<file path="config.mk">
export PLATFORM = sky130hd
export DESIGN_NAME = uart_rx_deserializer_flat
export DESIGN_NICKNAME = d
export VERILOG_FILES = /design/src/rtl/uart_rx_deserializer_if.sv /design/src/rtl/uart_rx_deserializer.sv /design/src/flat_wrapper.sv
export SDC_FILE = /design/constraint.sdc
export NUM_CORES = 1
export LEC_CHECK = 0
export ABC_AREA = 1
export CAP_MARGIN = 20
export CORE_MARGIN = 8
export CORE_UTILIZATION = 44
export DETAILED_ROUTE_END_ITERATION = 6
export SKIP_LAST_GASP = 1
export SLEW_MARGIN = 20
export SYNTH_ARGS = -nofsm -noshare
export SYNTH_HDL_FRONTEND = slang
export SYNTH_SLANG_ARGS = --single-unit
</file>
<file path="constraint.sdc">
create_clock -name CLK -period 2.79 [get_ports CLK]
set_input_delay 0.558 -clock CLK [delete_from_list [all_inputs] [get_ports CLK]]
set_output_delay 0.558 -clock CLK [all_outputs]
set_load 0.02 [all_outputs]
</file>
<file path="src/rtl/uart_rx_deserializer_if.sv">
// UART receive-side bundle: serial line, frame configuration and byte output.
// slave is the receiver; master is whatever drives the line and reads results.
interface uart_rx_deserializer_if #(
    parameter int DATA_WIDTH = 8,
    parameter int PRESCALE_W = 6
);
    logic                  RX_IN;
    logic [PRESCALE_W-1:0] prescale;
    logic                  PAR_EN;
    logic                  PAR_TYP;
    logic [DATA_WIDTH-1:0] P_DATA;
    logic                  data_valid;
    logic                  par_err;
    logic                  stp_err;

    modport master (
        output RX_IN, prescale, PAR_EN, PAR_TYP,
        input  P_DATA, data_valid, par_err, stp_err
    );

    modport slave (
        input  RX_IN, prescale, PAR_EN, PAR_TYP,
        output P_DATA, data_valid, par_err, stp_err
    );
endinterface

</file>
<file path="src/rtl/uart_rx_deserializer.sv">
// UART receiver: oversampled start qualification, 3-sample majority vote,
// LSB-first reassembly, parity/stop checks and one-cycle result pulses.
module uart_rx_deserializer #(
    parameter int DATA_WIDTH = 8,
    parameter int PRESCALE_W = 6
) (
    input  logic                   CLK,
    input  logic                   RST,
    uart_rx_deserializer_if.slave  rx
);
    localparam int CW = (DATA_WIDTH > 1) ? $clog2(DATA_WIDTH) : 1;

    typedef enum logic [2:0] {
        IDLE, START, DATA, PARITY, STOP, OUT
    } state_t;

    state_t                state;
    logic [PRESCALE_W-1:0] edge_cnt;
    logic [PRESCALE_W-1:0] pre_q;
    logic [CW-1:0]         bit_cnt;
    logic                  par_en_q;
    logic                  par_typ_q;
    logic                  s0;
    logic                  s1;
    logic                  bit_val;
    logic                  par_fail;
    logic [DATA_WIDTH-1:0] shift;

    logic [PRESCALE_W-1:0] half;
    logic                  bit_end;
    logic                  exp_par;

    assign half    = pre_q >> 1;
    assign bit_end = (edge_cnt == pre_q - PRESCALE_W'(1));
    assign exp_par = par_typ_q ? ~(^shift) : (^shift);

    // Three samples around mid-bit; the vote is ready well before bit end
    always_ff @(posedge CLK or negedge RST) begin
        if (!RST) begin
            s0      <= 1'b0;
            s1      <= 1'b0;
            bit_val <= 1'b0;
        end else begin
            if (edge_cnt == half - PRESCALE_W'(1))
                s0 <= rx.RX_IN;
            if (edge_cnt == half)
                s1 <= rx.RX_IN;
            if (edge_cnt == half + PRESCALE_W'(1))
                bit_val <= (s0 & s1) | (s0 & rx.RX_IN) | (s1 & rx.RX_IN);
        end
    end

    // Frame FSM; result pulses are launched on STOP exit so they line up with OUT
    always_ff @(posedge CLK or negedge RST) begin
        if (!RST) begin
            state         <= IDLE;
            edge_cnt      <= '0;
            bit_cnt       <= '0;
            pre_q         <= '0;
            par_en_q      <= 1'b0;
            par_typ_q     <= 1'b0;
            par_fail      <= 1'b0;
            shift         <= '0;
            rx.P_DATA     <= '0;
            rx.data_valid <= 1'b0;
            rx.par_err    <= 1'b0;
            rx.stp_err    <= 1'b0;
        end else begin
            rx.data_valid <= 1'b0;
            rx.par_err    <= 1'b0;
            rx.stp_err    <= 1'b0;
            case (state)
                IDLE: begin
                    edge_cnt <= '0;
                    bit_cnt  <= '0;
                    par_fail <= 1'b0;
                    if (!rx.RX_IN) begin
                        state     <= START;
                        edge_cnt  <= PRESCALE_W'(1);
                        pre_q     <= rx.prescale;
                        par_en_q  <= rx.PAR_EN;
                        par_typ_q <= rx.PAR_TYP;
                    end
                end
                START: begin
                    if (bit_end) begin
                        edge_cnt <= '0;
                        bit_cnt  <= '0;
                        state    <= bit_val ? IDLE : DATA;
                    end else begin
                        edge_cnt <= edge_cnt + PRESCALE_W'(1);
                    end
                end
                DATA: begin
                    if (bit_end) begin
                        edge_cnt <= '0;
                        shift    <= {bit_val, shift[DATA_WIDTH-1:1]};
                        if (bit_cnt == CW'(DATA_WIDTH - 1)) begin
                            bit_cnt <= '0;
                            state   <= par_en_q ? PARITY : STOP;
                        end else begin
                            bit_cnt <= bit_cnt + CW'(1);
                        end
                    end else begin
                        edge_cnt <= edge_cnt + PRESCALE_W'(1);
                    end
                end
                PARITY: begin
                    if (bit_end) begin
                        edge_cnt <= '0;
                        par_fail <= (bit_val != exp_par);
                        state    <= STOP;
                    end else begin
                        edge_cnt <= edge_cnt + PRESCALE_W'(1);
                    end
                end
                STOP: begin
                    if (bit_end) begin
                        edge_cnt <= '0;
                        state    <= OUT;
                        if (!par_fail && bit_val) begin
                            rx.P_DATA     <= shift;
                            rx.data_valid <= 1'b1;
                        end else begin
                            rx.par_err <= par_fail;
                            rx.stp_err <= ~bit_val;
                        end
                    end else begin
                        edge_cnt <= edge_cnt + PRESCALE_W'(1);
                    end
                end
                OUT: begin
                    edge_cnt <= '0;
                    state    <= IDLE;
                end
                default: begin
                    edge_cnt <= '0;
                    state    <= IDLE;
                end
            endcase
        end
    end
endmodule

</file>
<file path="src/flat_wrapper.sv">
// flat-port wrapper written by rule: the top's interface ports become plain ports
module uart_rx_deserializer_flat 
#(
    parameter int DATA_WIDTH = 8,
    parameter int PRESCALE_W = 6
)
  (CLK, RST, rx_RX_IN, rx_prescale, rx_PAR_EN, rx_PAR_TYP, rx_P_DATA, rx_data_valid, rx_par_err, rx_stp_err);
  uart_rx_deserializer_if #(.DATA_WIDTH(DATA_WIDTH), .PRESCALE_W(PRESCALE_W)) rx_i ();
  input  logic CLK;
  input  logic RST;
  input wire logic [$bits(rx_i.RX_IN)-1:0] rx_RX_IN;
  input wire logic [$bits(rx_i.prescale)-1:0] rx_prescale;
  input wire logic [$bits(rx_i.PAR_EN)-1:0] rx_PAR_EN;
  input wire logic [$bits(rx_i.PAR_TYP)-1:0] rx_PAR_TYP;
  output wire logic [$bits(rx_i.P_DATA)-1:0] rx_P_DATA;
  output wire logic [$bits(rx_i.data_valid)-1:0] rx_data_valid;
  output wire logic [$bits(rx_i.par_err)-1:0] rx_par_err;
  output wire logic [$bits(rx_i.stp_err)-1:0] rx_stp_err;
  assign rx_i.RX_IN = rx_RX_IN;
  assign rx_i.prescale = rx_prescale;
  assign rx_i.PAR_EN = rx_PAR_EN;
  assign rx_i.PAR_TYP = rx_PAR_TYP;
  assign rx_P_DATA = rx_i.P_DATA;
  assign rx_data_valid = rx_i.data_valid;
  assign rx_par_err = rx_i.par_err;
  assign rx_stp_err = rx_i.stp_err;
  uart_rx_deserializer #(.DATA_WIDTH(DATA_WIDTH), .PRESCALE_W(PRESCALE_W)) u_core (.CLK(CLK), .RST(RST), .rx(rx_i));
endmodule
</file>
### Word level (Yosys, flattened, before mapping)

Index checks and enable logic that the tools add are counted.

* register bits: 43
* bits of input ports: 11
* output and inout port bits: 11
* logic and storage cells: 85

* $add $sub $neg: 5
* eq/ne operators: 16
* mux-type cells: 28
* bitwise gates (word level): 8
* reductions and logical operators: 13

Operator list (number)
* $mux 3: 10
* $eq 6x6->1: 3
* $pmux 3 s5: 1
* $mux 1: 12
* $pmux 6 s2: 1
* $ne 2x1->1 const B: 5
* $pmux 3 s3: 1
* $reduce_xor 8->1: 1
* $add 5x1->6 const B: 1
* $add 6x1->6 const B: 1
* $eq 3x2->1 const B: 2
* $eq 3x3->1 const B: 2
* $eq 6x5->1: 1
* $mux 6: 1
* $reduce_and 2->1: 3
* $reduce_and 3->1: 2
* $reduce_and 6->1: 1
* $sub 5x1->6 const B: 1
* $sub 6x1->6 const B: 1
* $reduce_or 4->1: 1
* $add 3x1->3 const B: 1
* $and 1x1->1: 3
* $eq 3x1->1 const B: 1
* $logic_not 3->1: 1
* other kinds (10): 13

### Logic depth before layout (Yosys ltp)

Gate-level depths: netlist of the first run.

* depth in word-level cells: 6
* gate-level depth with buffers: 13
* gate-level depth less buffers: 13

### Worst setup path before layout of the first run

OpenSTA, ideal clock, no wires.

* path type: flip-flop to flip-flop
* from: register u_core.pre_q[1]
* to: register u_core.shift[7]
* library setup time: 0.126 ns
* data arrival time: 1.712 ns
* required time: 2.664 ns
* slack: 0.952 ns
* cell stages (with the launch flop): 11
* buffers on the path: 1
* period minus slack after synthesis: 1.838 ns
* cell sequence: dfrtp_1 > inv_1 > ha_1 > inv_1 > nor3_2 > nand2_1 > xor2_1 > nand2_4 > nor2_8 > buf_6 > o21ai_0

* longest elaborated chain between the ends: 3

RTL lines
* start: declaration: line uart_rx_deserializer.sv:19 `logic [PRESCALE_W-1:0] pre_q;`
* start signal: assignment: line uart_rx_deserializer.sv:80 `pre_q <= rx.prescale;`
* $sub 6x1->6: line uart_rx_deserializer.sv:34 `assign bit_end = (edge_cnt == pre_q - PRESCALE_W'(1));`
* $eq 6x6->1: line uart_rx_deserializer.sv:34
* $reduce_and 2->1 (no source line)
* end signal: assignment: line uart_rx_deserializer.sv:97 `shift <= {bit_val, shift[DATA_WIDTH-1:1]};`
* end: declaration: line uart_rx_deserializer.sv:27 `logic [DATA_WIDTH-1:0] shift;`

No other way between the ends.
A chain may end at the register's enable or synchronous reset.

### Final worst setup path of the first run

* from: register u_core.pre_q[1]
* to: register u_core.rx.P_DATA[5]

* longest elaborated chain between the ends: 3

RTL lines
* $sub 6x1->6: line uart_rx_deserializer.sv:34
* $eq 6x6->1: line uart_rx_deserializer.sv:34
* $reduce_and 3->1 (no source line)
* end signal: assignment: line uart_rx_deserializer.sv:122 `rx.P_DATA <= shift;`
* end: declaration: line uart_rx_deserializer_if.sv:23 `output P_DATA, data_valid, par_err, stp_err`

No other way between the ends.

==> results of run 1 <==
metal layers:
layer / share of wire / wire [um] / up-vias / track usage
li1: - / - / 1107 / -
met5: 0 / 0 / - / 0
met3: 0.038 / 189 / 6 / 0.0342
met1: 0.56 / 2830 / 908 / 0.191
met2: 0.39 / 1960 / 28 / 0.181
met4: 0.013 / 63 / 0 / 0.0403
synthesized netlist by cell type:
cell / n / share of area
nor2b_1: 1 / 0.0025
and2_1: 1 / 0.0025
nand3_1: 26 / 0.051
o21a_1: 1 / 0.0029
nor4_4: 1 / 0.0083
dfrtp_1: 43 / 0.42
o21ai_0: 15 / 0.029
nor2_2: 2 / 0.0049
nand2_4: 1 / 0.0044
nand2_2: 4 / 0.0098
buf_2: 2 / 0.0039
nor3_2: 3 / 0.012
buf_6: 1 / 0.0044
nand2_1: 118 / 0.17
o21ai_2: 2 / 0.0069
inv_4: 1 / 0.0025
nand3b_1: 2 / 0.0059
ha_1: 7 / 0.034
a21oi_1: 10 / 0.020
clkbuf_1: 1 / 0.0015
inv_1: 39 / 0.057
or2_1: 1 / 0.0025
xor2_1: 10 / 0.034
nor2_8: 1 / 0.0079
nor3_1: 2 / 0.0039
clkbuf_2: 1 / 0.0020
nor3b_1: 1 / 0.0029
a31oi_1: 1 / 0.0025
nor2_1: 28 / 0.041
xnor2_1: 7 / 0.024
nand4_1: 1 / 0.0025
mux2_2: 3 / 0.013
inv_2: 2 / 0.0029
worst max-delay path, cell delays in order, from the launching register on:
cell	delay, ps
dfrtp_1	430
inv_1	170
ha_1	200
inv_1	70
nor3_2	160
nand2_1	90
xor2_1	300
nand2_4	150
inv_4	130
nand2_2	120
nand2_1	100
nand2_1	50
where the power goes:
part           internal [mW]  total (mW)  switching (mW)
clock                  0.179       0.415           0.236
combinational          0.389        1.01           0.621
sequential             0.751       0.943           0.191
total                   1.32        2.37            1.05
how the worst max path moves through the flow:
| stage | end | cells past startpoint |
|---|---|---|
| final | u_core.rx.P_DATA[5]$_DFFE_PN0P_ | 11 |
| after CTS | u_core.rx.P_DATA[5]$_DFFE_PN0P_ | 11 |
| after global routing | u_core.rx.P_DATA[0]$_DFFE_PN0P_ | 11 |
| after detailed placement | u_core.pre_q[5]$_DFFE_PN0P_ | 4 |
| after floorplan | u_core.shift[7]$_DFFE_PN0P_ | 10 |
| after global placement | u_core.pre_q[5]$_DFFE_PN0P_ | 4 |
through the flow:
stage	hold slack (ps)	power (mW)	worst slack (ps)
after global routing	188	2.62	455
after detailed placement	461	1.97	704
after CTS	170	2.39	683
final	162	2.37	692
after global placement	457	1.96	688
after floorplan	262	1.74	952
area by class of cell:
cell class              instances  area [um2]
clock inverters                 3        23.8
multi-input cells             249        1280
fillers                       566        2630
clock buffers                   5        68.8
well taps                      72        90.1
repair buffers                 22         213
inverters                      42         160
flip-flops and latches         43        1080
registers in the layout, indices dropped and copies added (netlist names):
signal                flops
u_core.rx.P_DATA          8
u_core.shift              8
u_core.edge_cnt           6
u_core.pre_q              6
u_core.bit_cnt            3
u_core.state              3
u_core.bit_val            1
u_core.par_en_q           1
u_core.par_fail           1
u_core.par_typ_q          1
u_core.rx.data_valid      1
u_core.rx.par_err         1
u_core.rx.stp_err         1
u_core.s0                 1
u_core.s1                 1
kinds of logic after synthesis:
family / count (synthesis) / synth area share
adders and majority gates: 7 / 0.0344
DFF: 43 / 0.422
xor gates and xnor gates: 17 / 0.0584
and+or+nand+nor: 193 / 0.336
muxes: 3 / 0.0133
AOI/OAI and AO/OA: 29 / 0.0614
buffers and inverters: 47 / 0.0746
==> results.tsv, run 1 <==
stage	metric	value	unit
run_status	status	completed	
logic_synthesis	seq_area_frac_synth	0.422	
cts	clkSinkCount	43	
placement	dp_cells	428	
cts	cts_hold_buffers	0	
logic_synthesis	ys_warn_count	0	
setup_path	crit_fanout	10	
setup_path	r2r.worst_path.cells	11	
cts	cts_resized	0	
setup_path	r2r_slack	690	ps
logic_synthesis	synth_area	0.00255	mm2
run	maxCapViolCount	0	
pwr	p_per_area	813	mW/mm2
min_path	worstHoldPathType	in -> async	
detailed_routing	ant_nets	0	
setup_path	r2r-start	u_core.pre_q[1]$_DFFE_PN0P_	
placement	place.gp.congestion	0.834	
cts	cts_tree	done	
cts	cts_buffers	5	
global_route	antenna_found_initial	0	
placement	portBuffers	21	
sta	hold_viol	0	
cts	htreeDepth	2	
cts	clk_pin_slew	90	ps
placement	postPlaceCellArea	0.00282	mm2
setup_path	worstPathArrival	2290	ps
sta	fin_setup_tns	0	ps
floorplan	fp.dieW	92.1	um
sta	max_freq	477	MHz
final_layout	drive_gt1_frac	0.0824	
detailed_routing	wl_per_cell	11.6	um
detailed_routing	routed_via_density	4.70	
floorplan	num_io_pins	22	
setup_path	crit_required	2990	ps
cts	root_buffer	clkbuf_8	
detailed_routing	wl	5.04	mm
logic_synthesis	syn_inst	339	
sta	min_period	2100	ps
pwr	p_leak	1.50	nW
sta	worst_pin_slew	518	ps
logic_synthesis	synthDistinctLibCells	33	
floorplan	core_area	0.00554	mm2
global_route	track_usage	0.131	
floorplan	die_h	92.1	um
sta	slew_headroom	0.652	
global_route	grt_max_degree	28	
sta	maxSlewViolCount	0	
floorplan	dieArea	0.00848	mm2
final_layout	final_cells	436	
sta	rsz0062_at_grt	false	
floorplan	start_util	0.460	
detailed_routing	num_vias	2049	
logic_synthesis	ys_ff_latch	43	
sta	clock_skew	9.44	ps
detailed_routing	drtIter0Drc	111	
final_layout	fin_util	0.526	
detailed_routing	firstDrtPassIters	4	
global_route	grt_pass1_vias	1952	
detailed_routing	drc	0	
global_route	gr-total-overflow	0	
setup_path	cp-start-kind	flip-flop	
sta	setup_viol	0	
logic_synthesis	synthesis.nets	357	
final_layout	mostFrequentLayoutCells	nand2_1, dfrtp_1, inv_1	
setup_path	timing.rr.end	u_core.rx.P_DATA[5]$_DFFE_PN0P_	
final_layout	design_area	0.00291	mm2
pwr	vdd_drop_max	431	uV
final_layout	finalNetCount	381	
floorplan	core.rowCount	27	
cts	cts_setup_buffers	0	
placement	hpwl	3.90	mm
setup_path	critPathCaptureType	flip-flop	
final_layout	area.growth.synth_to_final	14.3	%
setup_path	critPathLaunch	u_core.pre_q[1]$_DFFE_PN0P_	
logic_synthesis	avgSynthCellArea	7.52	um2
final_layout	n_antenna_cell	0	
global_route	grt_pass1_wl	9.19	mm
cts	clk_path_buf_depth	2	
final_layout	final_common_cell	nand2_1	
cts	clkLatencyLatePin	300	ps
sta	post-route-period-util	0.752	
setup_path	crit_type	reg -> reg	
No activity file was read; power rests on OpenSTA's default activity.
==> run 2, diff against run 1 <==
==> constraint.sdc (replaced) <==
create_clock -name CLK -period 2.06 [get_ports CLK]
set_input_delay 0.412 -clock CLK [delete_from_list [all_inputs] [get_ports CLK]]
set_output_delay 0.412 -clock CLK [all_outputs]
set_load 0.02 [all_outputs]
==> run 2 against run 1 <==
Effect of this change:
- combinational power grew 59%
- final area grew 5.3%
- clock skew shrank 1.6 ps
- sequential share of layout area shrank 1.9 points
- power grew 50%
==> results.tsv, run 2 (same netlist as run 1, synthesis figures left out) <==
stage	metric	value	unit
run_status	status	completed	
final_layout	area.growth.synth_to_final	20.4	%
final_layout	final_cells	447	
sta	min_period	1960	ps
sta	rsz0062_at_grt	true	
final_layout	mostFrequentLayoutCells	nand2_1, dfrtp_1, inv_1	
setup_path	crit_required	2230	ps
final_layout	final_common_cell	nand2_1	
floorplan	die_h	92.1	um
cts	clk_path_buf_depth	2	
sta	max_freq	510	MHz
setup_path	crit_chain	inv_2, ha_2, inv_1, nor3_2, nand2_1, xor2_2, nand2_4, nor2_4, o21ai_0	
final_layout	reg.largest.list	u_core.rx.P_DATA (8), u_core.shift (8)	
setup_path	cp_slowest_stage_delay	400	ps
sta	worst_pin_slew	590	ps
floorplan	dieArea	0.00848	mm2
cts	clk_pin_slew	90	ps
cts	cts_hold_buffers	0	
global_route	grt_pass1_vias	1921	
cts	cts_buffers	5	
sta	hold_viol	0	
placement	place.gp.congestion	0.836	
detailed_routing	num_vias	2156	
global_route	grt_pass1_wl	9.30	mm
global_route	gr-total-overflow	0	
detailed_routing	drtIter0Drc	106	
sta	slew_headroom	0.604	
global_route	grt_max_degree	24	
placement	dp_cells	435	
cts	htreeDepth	2	
final_layout	nFillCells	543	
detailed_routing	drc	0	
floorplan	start_util	0.460	
placement	dp_worst_setup_slack	44.7	ps
detailed_routing	wl	5.49	mm
pwr	p_per_area	1150	mW/mm2
cts	clkLatencyLatePin	300	ps
setup_path	crit_type	reg -> reg	
placement	hpwl	4.13	mm
final_layout	n_antenna_cell	0	
floorplan	core_area	0.00554	mm2
setup_path	cp-start-kind	flip-flop	
run	maxCapViolCount	0	
pwr	p_leak	1.59	nW
sta	maxSlewViolCount	0	
final_layout	multiInputGateArea	0.00132	mm2
min_path	worstHoldPathType	in -> async	
setup_path	crit_fanout	8	
final_layout	drive_gt1_frac	0.120	
setup_path	cpMaxStageDelayCell	dfrtp_1	
sta	setup_ws	101	ps
final_layout	regArea	0.00108	mm2
setup_path	worstPathArrival	2130	ps
floorplan	fp.dieW	92.1	um
detailed_routing	routed_via_density	4.82	
cts	root_buffer	clkbuf_8	
setup_path	critPathCaptureType	flip-flop	
global_route	antenna_found_initial	0	
cts	cts_tree	done	
cts	clkSinkCount	43	
sta	clock_skew	7.79	ps
pwr	vdd_drop_max	727	uV
final_layout	finalNetCount	392	
placement	portBuffers	21	
sta	setup_viol	0	
detailed_routing	firstDrtPassIters	4	
detailed_routing	wl_per_cell	12.3	um
detailed_routing	ant_nets	0	
global_route	track_usage	0.134	
floorplan	core.rowCount	27	
sta	post-route-period-util	0.951	
floorplan	num_io_pins	22	
run 2: cell count changes in the layout (fill, tap and decap cells not counted), sizes merged:
cell	change
clkbuf	+1
buf	+10
nor2	+1
clkinvlp	-2
bufinv	+1
run 2: final timing paths:
kind | from | to | slack [ps] | cells after the start
worst max-delay path | u_core.pre_q[2]$_DFFE_PN0P_ | u_core.shift[1]$_DFFE_PN0P_ | 100 | 9
worst min-delay path | RST | u_core.pre_q[1]$_DFFE_PN0P_ | 80 | 1
worst max register to register | u_core.pre_q[2]$_DFFE_PN0P_ | u_core.shift[1]$_DFFE_PN0P_ | 100 | 9
worst min register to register | u_core.rx.P_DATA[0]$_DFFE_PN0P_ | u_core.rx.P_DATA[0]$_DFFE_PN0P_ | 480 | 2
max in group asynchronous | RST | u_core.state[1]$_DFFE_PN0P_ | 1470 | 2
min in group CLK | u_core.rx.P_DATA[0]$_DFFE_PN0P_ | u_core.rx.P_DATA[0]$_DFFE_PN0P_ | 480 | 2
run 2: stage by stage:
step | hold slack (ps) | TNS [ps] | power (mW) | utilization | area [um2]
after floorplan | 116 | 0 | 2.35 | - | 2550
after global placement | 437 | 0 | 2.75 | 0.521 | 2890
after detailed placement | 428 | 0 | 2.78 | 0.521 | 2890
after CTS | 96.9 | 0 | 3.50 | 0.543 | 3010
after global routing | 121 | -508 | 3.85 | 0.554 | 3070
final | 82.0 | 0 | 3.54 | 0.554 | 3070
run 2: what timing repair did:
action,CTS,global route
endpoints found under the setup margin,0,26
gates resized for setup,0,10
buffers inserted,0,3
run 2: layout make-up:
type,count,share of cell area
well taps,72,0.0294
clock inverters,2,0.0126
repair buffers,32,0.0978
clock buffers,6,0.0269
flip-flops and latches,43,0.351
multi-input cells,250,0.429
inverters,42,0.0538
run 2: worst max-delay path: cells and delay by family (launching register included):
kind / cells / cell delay (ps)
XOR/XNOR: 1 / 200
AND/OR/NAND/NOR: 4 / 760
adder cells (fa/ha/maj): 1 / 180
buffers and inverters: 2 / 160
AO/OA/AOI/OAI: 1 / 120
flip-flops: 1 / 400
run 2: power by group:
part / switching, mW / total [mW] / leakage (nW) / internal, mW
logic: 0.960 / 1.61 / 0.966 / 0.651
registers: 0.209 / 1.23 / 0.565 / 1.02
clock network: 0.306 / 0.705 / 0.0618 / 0.399
total: 1.48 / 3.54 / 1.59 / 2.07
run 2: per-layer routing:
metal / track usage / part of all wire / vias up
li1: - / - / 1136
met1: 0.195 / 0.53 / 986
met2: 0.189 / 0.42 / 30
met3: 0.0285 / 0.039 / 4
met4: 0.0443 / 0.011 / 0
met5: 0 / 0 / -
